### src/rtl/mimo_input_loader_if.sv
// Stream-side bundle of the MIMO input loader: word handshake in, committed
// H/Y buses and status pulses out. WL falls back to 16 when parameters.v
// has not defined it.
`ifndef WL
`define WL 16
`endif

interface mimo_input_loader_if;
    logic                     in_valid;
    logic                     in_ready;
    logic signed [`WL-1:0]    in_data;
    logic                     in_sof;
    logic [64*`WL-1:0]        Hmatrix_o;
    logic [8*`WL-1:0]         Yarray_o;
    logic                     frame_valid;
    logic                     err_sof;

    modport master (
        output in_valid, in_data, in_sof,
        input  in_ready, Hmatrix_o, Yarray_o, frame_valid, err_sof
    );

    modport slave (
        input  in_valid, in_data, in_sof,
        output in_ready, Hmatrix_o, Yarray_o, frame_valid, err_sof
    );
endinterface

### src/rtl/mimo_input_loader.sv
// Frame assembler in front of the 4x4 MIMO detector: collects 64 H words and
// 8 Y words into shadow registers, then commits them to the wide output
// buses in a single cycle and pulses frame_valid.
// Optional feature macro: MIMO_LOADER_SOF_EN (in_sof marks word 0 and aborts
// a frame in progress, reported by err_sof).
`ifndef WL
`define WL 16
`endif

module mimo_input_loader (
    input  logic                 clk,
    input  logic                 rst,
    mimo_input_loader_if.slave   bus
);
    localparam int WL = `WL;

    localparam logic [1:0] IDLE   = 2'd0;
    localparam logic [1:0] LOAD_H = 2'd1;
    localparam logic [1:0] LOAD_Y = 2'd2;

    logic [1:0]        state_q, state_d;
    logic [6:0]        idx_q, idx_d;
    logic [64*WL-1:0]  shadow_h_q, shadow_h_d;
    logic [7*WL-1:0]   shadow_y_q, shadow_y_d;
    logic [64*WL-1:0]  hmatrix_q, hmatrix_d;
    logic [8*WL-1:0]   yarray_q, yarray_d;
    logic              frame_valid_q, frame_valid_d;
    logic              err_sof_q, err_sof_d;

    logic accept;
    logic restart;
    logic drop;
    logic abort;

    // Double buffering means the loader never needs to push back; it is
    // only unready while held in reset.
    assign bus.in_ready = rst;
    assign accept       = bus.in_valid & bus.in_ready;

`ifdef MIMO_LOADER_SOF_EN
    assign restart = accept & bus.in_sof;
    assign drop    = accept & ~bus.in_sof & (state_q == IDLE);
    assign abort   = restart & (state_q != IDLE);
`else
    logic unused_sof;
    assign unused_sof = bus.in_sof;
    assign restart    = accept & (state_q == IDLE);
    assign drop       = 1'b0;
    assign abort      = 1'b0;
`endif

    // Next-state logic: place each accepted word by idx, commit on idx 71.
    always_comb begin
        state_d       = state_q;
        idx_d         = idx_q;
        shadow_h_d    = shadow_h_q;
        shadow_y_d    = shadow_y_q;
        hmatrix_d     = hmatrix_q;
        yarray_d      = yarray_q;
        frame_valid_d = 1'b0;
        err_sof_d     = abort;

        if (restart) begin
            shadow_h_d[0 +: WL] = bus.in_data;
            idx_d               = 7'd1;
            state_d             = LOAD_H;
        end else if (accept && !drop) begin
            if (idx_q < 7'd64) begin
                shadow_h_d[idx_q[5:0]*WL +: WL] = bus.in_data;
                idx_d = idx_q + 7'd1;
                if (idx_q == 7'd63) begin
                    state_d = LOAD_Y;
                end
            end else if (idx_q < 7'd71) begin
                shadow_y_d[idx_q[2:0]*WL +: WL] = bus.in_data;
                idx_d = idx_q + 7'd1;
            end else begin
                hmatrix_d     = shadow_h_q;
                yarray_d      = {bus.in_data, shadow_y_q};
                frame_valid_d = 1'b1;
                idx_d         = 7'd0;
                state_d       = IDLE;
            end
        end
    end

    // State and data registers, all cleared asynchronously by reset.
    always_ff @(posedge clk or negedge rst) begin
        if (!rst) begin
            state_q       <= IDLE;
            idx_q         <= 7'd0;
            shadow_h_q    <= '0;
            shadow_y_q    <= '0;
            hmatrix_q     <= '0;
            yarray_q      <= '0;
            frame_valid_q <= 1'b0;
            err_sof_q     <= 1'b0;
        end else begin
            state_q       <= state_d;
            idx_q         <= idx_d;
            shadow_h_q    <= shadow_h_d;
            shadow_y_q    <= shadow_y_d;
            hmatrix_q     <= hmatrix_d;
            yarray_q      <= yarray_d;
            frame_valid_q <= frame_valid_d;
            err_sof_q     <= err_sof_d;
        end
    end

    assign bus.Hmatrix_o   = hmatrix_q;
    assign bus.Yarray_o    = yarray_q;
    assign bus.frame_valid = frame_valid_q;
    assign bus.err_sof     = err_sof_q;
endmodule

### src/flat_wrapper.sv
// flat-port wrapper written by rule: the top's interface ports become plain ports
module mimo_input_loader_flat 
  (clk, rst, bus_in_valid, bus_in_data, bus_in_sof, bus_in_ready, bus_Hmatrix_o, bus_Yarray_o, bus_frame_valid, bus_err_sof);
  mimo_input_loader_if bus_i ();
  input  logic clk;
  input  logic rst;
  input wire logic [$bits(bus_i.in_valid)-1:0] bus_in_valid;
  input wire logic [$bits(bus_i.in_data)-1:0] bus_in_data;
  input wire logic [$bits(bus_i.in_sof)-1:0] bus_in_sof;
  output wire logic [$bits(bus_i.in_ready)-1:0] bus_in_ready;
  output wire logic [$bits(bus_i.Hmatrix_o)-1:0] bus_Hmatrix_o;
  output wire logic [$bits(bus_i.Yarray_o)-1:0] bus_Yarray_o;
  output wire logic [$bits(bus_i.frame_valid)-1:0] bus_frame_valid;
  output wire logic [$bits(bus_i.err_sof)-1:0] bus_err_sof;
  assign bus_i.in_valid = bus_in_valid;
  assign bus_i.in_data = bus_in_data;
  assign bus_i.in_sof = bus_in_sof;
  assign bus_in_ready = bus_i.in_ready;
  assign bus_Hmatrix_o = bus_i.Hmatrix_o;
  assign bus_Yarray_o = bus_i.Yarray_o;
  assign bus_frame_valid = bus_i.frame_valid;
  assign bus_err_sof = bus_i.err_sof;
  mimo_input_loader u_core (.clk(clk), .rst(rst), .bus(bus_i));
endmodule
### config.mk
export PLATFORM = sky130hd
export DESIGN_NAME = mimo_input_loader_flat
export DESIGN_NICKNAME = d
export VERILOG_FILES = /design/src/rtl/mimo_input_loader_if.sv /design/src/rtl/mimo_input_loader.sv /design/src/flat_wrapper.sv
export SDC_FILE = /design/constraint.sdc
export NUM_CORES = 2
export LEC_CHECK = 0
export CORE_AREA = 2 2 457 459
export CTS_CLUSTER_SIZE = 16
export DETAILED_ROUTE_END_ITERATION = 7
export DIE_AREA = 0 0 459 461
export PLACE_DENSITY = 0.72
export SLEW_MARGIN = 20
export SYNTH_ARGS = -nofsm -noshare
export SYNTH_HDL_FRONTEND = slang
export SYNTH_SLANG_ARGS = --single-unit
### constraint.sdc
create_clock -name clk -period 6.3 [get_ports clk]
set_clock_uncertainty 0.05 [all_clocks]
set_input_delay 1.26 -clock clk [delete_from_list [all_inputs] [get_ports clk]]
set_output_delay 1.26 -clock clk [all_outputs]
set_load 0.05 [all_outputs]
==> impl_metrics.env <==
export IMPL_worstSetupEndpointType="flip-flop"
export IMPL_p_int_mw=24.4
export IMPL_clkSinkCount=2298
export IMPL_post_route_util_pct=54.2
export IMPL_hold_violations=0
export IMPL_hpwl_um=198000
export IMPL_drc=0
export IMPL_worst_pin_slew_ns=1.24
export IMPL_p_seq_share_pct=46.1
export IMPL_avgSynthCellArea_um2=16.2
export IMPL_p_leak_nw=54.2
export IMPL_vdd_drop_max_mv=0.273
export IMPL_grt_remaining_overflow=0
export IMPL_drtPass1Iterations=5
export IMPL_max_cap_violations=0
export IMPL_clock_root_buffer="clkbuf_16"
export IMPL_final_common_cell="dfrtp_1"
export IMPL_pre_cts_ws_ns=1.26
export IMPL_drv_slew=0
export IMPL_cts_buffers=228
export IMPL_start_util_pct=43.1
export IMPL_num_vias=52200
export IMPL_ys_warn_count=0
export IMPL_layout_setup_ws_ns=1.30
export IMPL_p_comb_share_pct=12.4
export IMPL_finalSetupTns_ns=0
export IMPL_clockPowerShare_pct=41.5
export IMPL_period_needed_ns=5.00
export IMPL_status="completed"
export IMPL_postRouteAntennaNets=0
export IMPL_num_rows=167
export IMPL_vias_per_cell=5.43
export IMPL_routedWlPerCell_um=29.5
export IMPL_synth_distinct_cells=68
export IMPL_timing_fmax_ghz=0.200
export IMPL_grt_max_degree=188
export IMPL_drive_gt1_share_pct=41.4
export IMPL_postCtsHoldBufs=0
export IMPL_grt_pass1_wl_um=402000
export IMPL_clkLatencyLatePin_ns=0.88
export IMPL_synth_edff_count=0
export IMPL_htree_levels=4
export IMPL_critical_path_slowest_cell="nand3_1"
export IMPL_grt_pass1_vias=54200
export IMPL_synth_fp_nets=5513
export IMPL_crit_path_frequent_cell="ha_2"
export IMPL_min_period_over_period_pct=79.4
export IMPL_die_y_um=461
export IMPL_dieWidth_um=459
export IMPL_fin_nets=6743
export IMPL_clockBufferDepth=3
export IMPL_totalWireLength_um=284000
export IMPL_track_usage_pct=26.5
export IMPL_antenna_found_initial=23
export IMPL_final_cell_mix="dfrtp_1, mux2_2, clkdlybuf4s50_1"
export IMPL_hp_class="in -> async"
export IMPL_power_share_switching_pct=27.9
export IMPL_core_area_mm2=0.206
export IMPL_rsz0062_at_grt="false"
export IMPL_postLayoutCellArea_mm2=0.112
export IMPL_synth_flop_cell="dfrtp_1"
export IMPL_syn_inst=5489
export IMPL_clk_pin_slew_ns=0.06
export IMPL_cts_repair_resize_count=0
export IMPL_critPathArrivalTime_ns=5.69
export IMPL_netSwitchingPower_mw=9.44
export IMPL_drt_iter0_drc=3849
export IMPL_cpPeakStageDelay_ns=0.87
export IMPL_cts_setup_buffers=0
export IMPL_ys_seq_area_share_pct=64.7
export IMPL_synthArstFlopShare_pct=100
export IMPL_port_buffers=1172
export IMPL_finalSetupViolCount=0
export IMPL_pin_count=1175
export IMPL_criticalPathCategory="reg -> reg"
export IMPL_ys_ff_latch=2298
export IMPL_crit_chain="buf_4 -> inv_1 -> ha_2 -> ha_2 -> or2_2 -> a211oi_1 -> nand3_1 -> mux2_2"
export IMPL_crit_fanout=31
export IMPL_maxSlewHeadroom_pct=17.6
export IMPL_placed_cell_area_mm2=0.104
export IMPL_netlist_area_mm2=0.0889
export IMPL_place_congestion=0.850
export IMPL_powerDensity_mw_per_mm2=303
export IMPL_worstPathRequired_ns=6.99
export IMPL_die_area_mm2=0.212
export IMPL_syn2layout_area_growth_pct=25.9
export IMPL_crit_path_start_kind="flip-flop"
export IMPL_tritoncts="yes"
## state kept, by name (all words and copies together) (netlist names)
name,count
u_core.bus.Hmatrix_o,1024
u_core.bus.Yarray_o,128
u_core.bus.frame_valid,1
u_core.idx_q,7
u_core.shadow_h_q,1024
u_core.shadow_y_q,112
u_core.state_q,2
## routing by layer
layer  vias up  wire length (um)  global-route usage, %
met1     28100            115000                   33.6
li1      21900                 -                      -
met3       410             24400                   8.87
met5         -                 0                      0
met4         0             12800                   11.7
met2      1786            132000                   41.3
## kinds of logic (layout without fill, tap and decap cells)
group | after synthesis | count (layout) | share of synthesized area (%)
compound gates | 132 | 132 | 1.52
xor+xnor | 3 | 3 | 0.0296
simple gates | 426 | 426 | 2.52
mux | 2270 | 2270 | 29.2
flops | 2298 | 2298 | 64.7
other cells | 1 | 17 | 0.00422
fa+ha+maj | 4 | 4 | 0.0563
buf+inv | 355 | 1771 | 2.06
## Yosys cell counts, drive strengths merged (6+ instances only)
cell type | instances | area share, %
a211o | 7 | 0.069
a211oi | 44 | 0.80
a31oi | 8 | 0.056
and2 | 78 | 0.55
and3 | 24 | 0.17
buf | 206 | 1.4
clkbuf | 117 | 0.49
dfrtp | 2298 | 65
inv | 28 | 0.12
mux2 | 2260 | 29
mux2i | 10 | 0.11
nand2 | 21 | 0.089
nand3 | 22 | 0.12
nand4 | 18 | 0.13
nor2 | 112 | 0.47
nor3 | 107 | 0.63
nor4 | 9 | 0.070
o211ai | 7 | 0.059
o21ai | 20 | 0.12
o31ai | 25 | 0.21
or2 | 6 | 0.042
or3 | 6 | 0.042
## worst paths after layout
| kind | startpoint | to | slack [ns] | depth (start not counted) |
|---|---|---|---|---|
| setup reg to reg | u_core.idx_q[0] | u_core.shadow_h_q[1013] | 1.30 | 8 |
| hold / removal | rst | u_core.bus.Hmatrix_o[869] | 0.18 | 1 |
| setup / recovery | u_core.idx_q[0] | u_core.shadow_h_q[1013] | 1.30 | 8 |
| hold reg to reg | u_core.shadow_h_q[370] | u_core.bus.Hmatrix_o[370] | 0.42 | 1 |
| min in group clk | u_core.shadow_h_q[370] | u_core.bus.Hmatrix_o[370] | 0.42 | 1 |
| max in group asynchronous | rst | u_core.bus.Yarray_o[84] | 3.07 | 4 |
## power groups by stage
stage | clock network (mW) | registers [mW] | logic, mW
6_report | 14.1 | 15.6 | 4.19
3_5_place_dp | 0 | 15.9 | 4.24
5_1_grt | 14.9 | 15.7 | 4.49
2_1_floorplan | 0 | 15.7 | 2.17
3_3_place_gp | 0 | 15.8 | 4.15
4_1_cts | 14.3 | 15.6 | 4.26
## layout make-up
cell class / instances / area, um^2
diodes: 16 / 40.0
clock buffers: 336 / 6660
inverters: 32 / 120
repair buffers: 1323 / 13200
multi-input cells: 2836 / 29900
flip-flops and latches: 2298 / 57500
clock inverters: 80 / 1120
fillers: 16600 / 94500
well taps: 2704 / 3380
## per-stage QoR
| step | hold slack (ns) | total power [mW] | instances |
|---|---|---|---|
| finish | 0.179 | 33.9 | 9625 |
| global route | 0.140 | 35.1 | 9612 |
| CTS | 0.131 | 34.2 | 9605 |
| detailed placement | 0.421 | 20.1 | 9189 |
| global placement | 0.412 | 20.0 | 9189 |
| floorplan | 0.402 | 17.9 | 5489 |
## worst max-delay path: cells and delay by family, from the launching register on
family                   cells  cell delay [ns]
AO/OA/AOI/OAI                1             0.56
adder cells (fa/ha/maj)      2             0.99
buffers and inverters        2             0.73
flip-flops                   1             0.39
multiplexers                 1             0.59
AND/OR/NAND/NOR              2             1.56
Note: power is estimated with default switching activity, not from simulation.
